[src/rtl/lpm_1_fixed_mul.sv]
// Two-stage pipelined 32x32 unsigned multiplier returning the low 32 bits of the product.
// Stage 1 registers 16x16 partial products; stage 2 sums them into the result.
module lpm_1_fixed_mul #(
    parameter int WIDTH   = 32,
    parameter int LATENCY = 2
) (
    input  logic             clk,
    input  logic             reset_n,
    input  logic             in_valid,
    input  logic [WIDTH-1:0] dataa,
    input  logic [WIDTH-1:0] datab,
    output logic             out_valid,
    output logic [WIDTH-1:0] result
);

    generate
        if (WIDTH != 32 || LATENCY != 2) begin : g_bad_param
            $error("lpm_1_fixed_mul supports only WIDTH=32 and LATENCY=2");
        end
    endgenerate

    logic [15:0] a_l, a_h, b_l, b_h;

    logic [31:0] p_ll_d, p_ll_q;
    logic [15:0] p_lh_d, p_lh_q;
    logic [15:0] p_hl_d, p_hl_q;
    logic        v1_d, v1_q;

    logic [15:0] cross_sum;
    logic [31:0] result_d, result_q;
    logic        out_valid_d, out_valid_q;

    assign a_l = dataa[15:0];
    assign a_h = dataa[31:16];
    assign b_l = datab[15:0];
    assign b_h = datab[31:16];

    // Stage 1: aH*bH only reaches bits 63:32, so it is never formed.
    always_comb begin
        // NOTE: every always_comb output gets a default first so no path can infer a latch.
        p_ll_d = p_ll_q;
        p_lh_d = p_lh_q;
        p_hl_d = p_hl_q;
        v1_d   = in_valid;
        if (in_valid) begin
            p_ll_d = {16'h0, a_l} * {16'h0, b_l};
            p_lh_d = a_l * b_h;
            p_hl_d = a_h * b_l;
        end
    end

    // Stage 2: cross terms only matter modulo 2^16 once shifted up by 16.
    always_comb begin
        cross_sum   = p_lh_q + p_hl_q;
        result_d    = result_q;
        out_valid_d = v1_q;
        if (v1_q) begin
            result_d = p_ll_q + {cross_sum, 16'h0};
        end
    end

    // NOTE: sequential state uses non-blocking assignments so all flops sample pre-edge values.
    always_ff @(posedge clk or negedge reset_n) begin
        if (!reset_n) begin
            p_ll_q      <= '0;
            p_lh_q      <= '0;
            p_hl_q      <= '0;
            v1_q        <= 1'b0;
            result_q    <= '0;
            out_valid_q <= 1'b0;
        end else begin
            p_ll_q      <= p_ll_d;
            p_lh_q      <= p_lh_d;
            p_hl_q      <= p_hl_d;
            v1_q        <= v1_d;
            result_q    <= result_d;
            out_valid_q <= out_valid_d;
        end
    end

    assign out_valid = out_valid_q;
    assign result    = result_q;

endmodule

[config.mk]
export PLATFORM = sky130hd
export DESIGN_NAME = lpm_1_fixed_mul
export DESIGN_NICKNAME = d
export VERILOG_FILES = /design/src/rtl/lpm_1_fixed_mul.sv
export SDC_FILE = /design/constraint.sdc
export NUM_CORES = 1
export LEC_CHECK = 0
export CAP_MARGIN = 30
export CORE_MARGIN = 2
export CORE_UTILIZATION = 45
export CTS_CLUSTER_DIAMETER = 30
export DETAILED_ROUTE_END_ITERATION = 6
export PLACE_DENSITY = 0.7
export SLEW_MARGIN = 10
export SYNTH_ARGS = -nofsm -noshare
export SYNTH_HDL_FRONTEND = slang
export SYNTH_SLANG_ARGS = --single-unit
[constraint.sdc]
create_clock -name clk -period 4.77 [get_ports clk]
set_input_delay 1.1925 -clock clk [delete_from_list [all_inputs] [get_ports clk]]
set_output_delay 1.1925 -clock clk [all_outputs]
set_load 0.03 [all_outputs]
==> results.env <==
CRIT_PATH_TOP_DELAY_CELL='fa_1'
WORST_HOLD_SLACK_NS=0.495
DP_CELLS=3235
CTS_BUFFER_DEPTH=2
DIE_HEIGHT_UM=221
FILL_CELLS=3649
DETAILROUTE.VIA_COUNT=17700
GLOBAL_ROUTE_TOTAL_OVERFLOW=0
TOTALWIRELENGTH_MM=62.7
SYN2LAYOUT_AREA_GROWTH_PCT=34.8
MIN_PERIOD_OVER_PERIOD=1.34
DRT_PRE_ANTENNA_ITERS=5
TIMING.CRITICAL_PATH.BUF_INV=5
MAX-SLEW-MARGIN-REL=0.442
FIRST_PASS_GRT_WIRE_LENGTH_MM=99.7
ENDPOINT_OF_THE_MOST_CRITICAL_REGISTER_TO_REGISTER_PATH='result[31]'
FINAL-SEQ-AREA_UM2=2450
HPWLAFTERDP_MM=47.1
CP_MAX_FO=5
MOST_USED_DFF_POST_SYNTH='dfrtp_1'
TIMING.CRITICAL_PATH.REQUIRED_NS=5.01
CLKSLEWWORSTSETUPHOLDPATHS_NS=0.07
CRIT_TOP_CELL='fa_1'
TOTAL_GRT_USAGE=0.256
STATUS='finished, violations left'
DRV_SLEW=0
HTREE_LEVELS=3
TIGHTEST_SLEW_NS=0.837
HIGHEST_CELL_DELAY_ON_THE_WORST_TIMING_PATH_NS=0.60
ROUTED_WIRE_LENGTH_PER_INSTANCE_UM=18.7
WORST_R2R_STARTPOINT='p_lh_q[1]'
FP-ROW-COUNT=79
NET_COUNT_AFTER_SYNTHESIS=3010
FINALHOLDVIOLCOUNT=0
NNETSFINAL=3401
POST-ROUTE-DRC-COUNT=0
SYNTH_ENABLE_FLOP_CELLS=0
CELLS_ON_WORST_REG2REG_PATH=15
NETLIST_TOP_CELLS_AREA='fa_1 (34%), ha_1 (14%), dfrtp_1 (12%), inv_1 (8.5%), nand2_1 (6.4%)'
START_KIND='primary input'
POSTSYNTHREGISTERBITS=98
CLOCK_TREE_FROM_TRITONCTS='built'
SETUP-VIOLATIONS-FINAL=44
CRIT_CHAIN='buf_12 -> buf_12 -> buf_8 -> and2_4 -> fa_1 -> inv_2 -> fa_1 -> inv_2 -> ha_4 -> fa_1 -> fa_1 -> fa_1 -> ha_4 -> or4_4 -> o21ai_4 -> a211oi_4 -> a2111oi_4 -> o21ai_2 -> a311o_1 -> xor2_1 -> mux2_4'
GLOBALPLACE.CONGESTION=0.894
TRITONCTS.NUM_BUFFERS=9
ASYNCSETRESETFLOPFRACSYNTH=1.00
YS_SEQ_AREA_FRAC=0.116
GRT_START_MAX_NET_PINS=74
GRT.MET2_USAGE=0.462
MOST-COMMON-LAYOUT-CELLS='inv_1 (409), fa_1 (335), nand2_1 (311)'
INITIAL_CORE_UTIL=0.456
DIE_AREA_UM2=48800
SYNTH.TOP_CELL.AREA_SHARE=0.337
POSTCTSHOLDBUFS=0
SYNTH_WARNINGS=0
AREA_OF_THE_CORE_UM2=46500
SYNTH.DISTINCT_CELLS=59
TIMING.SETUP.CRITICAL_PATH_CLASS='in2reg'
GLOBALROUTEMET3UTIL=0.0445
FAILING_CHECKS='setup timing'
CP-END-KIND='flop'
GLOBAL_ROUTE.PEAK_USAGE_LAYER='met2'
DETAIL_ROUTE.ITER0.VIOLATIONS=1027
WORST_EP_ARRIVAL_TIME_NS=6.65
FIN_TNS_SETUP_NS=-48.99
SYN_AREA_UM2=21200
ANTENNA_VIOLATIONS_BEFORE_REPAIR=1
CLOCK_TREE.ROOT_CELL='clkbuf_16'
FLOORPLAN.DIE.WIDTH_UM=221
CRIT_PATH_START='datab[5]'
FINAL_ANTENNA_NET_COUNT=0
CLOCK.FMAX_MHz=156
CRITICAL_PATH_END='p_ll_q[21]'
FINAL_CELLS=3358
I_O_PIN_COUNT=100
CAP_VIOL_MAX_COUNT=0
SYN-MEAN-INSTANCE-AREA_UM2=8.99
FINAL.MIN_CLOCK_PERIOD_NS=6.41
WORSTSKEWPAIRLATENCY_NS=0.36
SETUP_WS_NS=-1.64
CLOCK-SKEW-FINAL_NS=0.00812
GATE_COUNT_OF_THE_MAPPED_NETLIST=2355
LAYOUT_COMMONEST_CELL='inv_1'
NUMBER_OF_GLOBAL_ROUTE_VIAS_BEFORE_REPAIR=19700
HOLD_CLASS='reg2reg'
SETUP.REG_TO_REG.WORST_SLACK_NS=0.32
FINISH.UTILIZATION=0.614
MULTI_INPUT_COMB_AREA_UM2=18300
CRITPATHTOPFAMILY='adder cells'
CLOCK_SINKS=98
GROUTE.LAYER.MET1.USAGE=0.299
PORT_BUFFERS=99
FRACTION_OF_FINAL_LAYOUT_CELLS_WITH_DRIVE_STRENGTH_GREATER_THAN_1=0.313
AVGVIACOUNTPERCELL=5.26
SYNTH.LARGEST_AREA_CELL='fa_1'
RSZ0062_AT_GRT='true'
CRIT_CELLS=21
ANTENNADIODECOUNT=0
## cell usage after synthesis, types with 6 or more instances
cell	n
xor2_1	29
and2_1	209
dfrtp_1	98
nor3_1	20
clkbuf_1	99
ha_1	232
a21o_1	22
a31oi_1	6
nand3_1	15
fa_1	356
mux2_2	72
o21bai_1	10
inv_1	482
o31ai_1	9
xnor2_1	96
a21oi_1	50
o21a_1	6
or3_1	6
o21ai_0	37
a211oi_1	12
nor2_1	53
nand2_1	360
## worst register-to-register path: stages, from the launching register on
cell and delay [ns]:
dfrtp_1 0.43, ha_1 0.32, a21oi_1 0.20, o21ai_0 0.21, o221a_2 0.31, o41ai_1 0.59
o21bai_1 0.12, a21oi_1 0.22, xnor2_1 0.16, ha_1 0.28, or2_2 0.32, a21o_1 0.22
a2111oi_0 0.42, nor3b_1 0.12, xnor2_1 0.16, mux2_2 0.27
## metal layers
metal / vias to the layer above / part of all wire
li1: 7961 / -
met1: 8941 / 0.38
met2: 579 / 0.52
met3: 178 / 0.059
met4: 0 / 0.044
met5: - / 0
## worst min-delay path by stage
| stage | start | endpoint | slack, ns | cells past startpoint |
|---|---|---|---|---|
| 6_report | p_ll_q[15] | p_ll_q[15] | 0.50 | 2 |
| 4_1_cts | p_ll_q[15] | p_ll_q[15] | 0.51 | 2 |
| 3_3_place_gp | p_ll_q[15] | p_ll_q[15] | 0.48 | 2 |
| 5_1_grt | result[11] | result[11] | 0.53 | 1 |
| 3_5_place_dp | p_ll_q[15] | p_ll_q[15] | 0.49 | 2 |
| 2_1_floorplan | out_valid_d | out_valid | 0.39 | 0 |
## kinds of logic after synthesis
family,Yosys count,share of synthesized area
AND/OR/NAND/NOR,697,0.156
adder cells (fa/ha/maj),588,0.474
XOR/XNOR,125,0.0517
buffers and inverters,583,0.103
multiplexers,73,0.0390
AO/OA/AOI/OAI,191,0.0601
flip-flops,98,0.116
## registers in the layout, indices dropped and copies added, names as in the netlist
name	cells
p_ll_q	32
result	32
p_hl_q	16
p_lh_q	16
out_valid	1
out_valid_d	1
## area by class of cell
class / instances / area share
timing repair buffer: 481 / 0.174
multi-input combinational: 1674 / 0.639
inverter: 482 / 0.0634
clock inverter: 7 / 0.00320
tap: 607 / 0.0266
sequential: 98 / 0.0859
clock buffer: 9 / 0.00789
## what timing repair did
action	4_1_cts	5_1_grt
setup endpoints to repair	47	47
setup buffers	81	31
pin swaps	165	164
cloned	11	1
gates resized for setup	435	258
## through the flow
| step | worst slack (ns) | instance area [um^2] |
|---|---|---|
| global placement | -2.38 | 25300 |
| detailed placement | -2.50 | 25300 |
| CTS | -1.63 | 27600 |
| floorplan | -1.64 | 22300 |
| global route | -1.78 | 28500 |
| finish | -1.64 | 28500 |
Power is left out: the tool's default activity adds up to more than one toggle a clock period on the data nets, which glitch-free logic cannot reach.
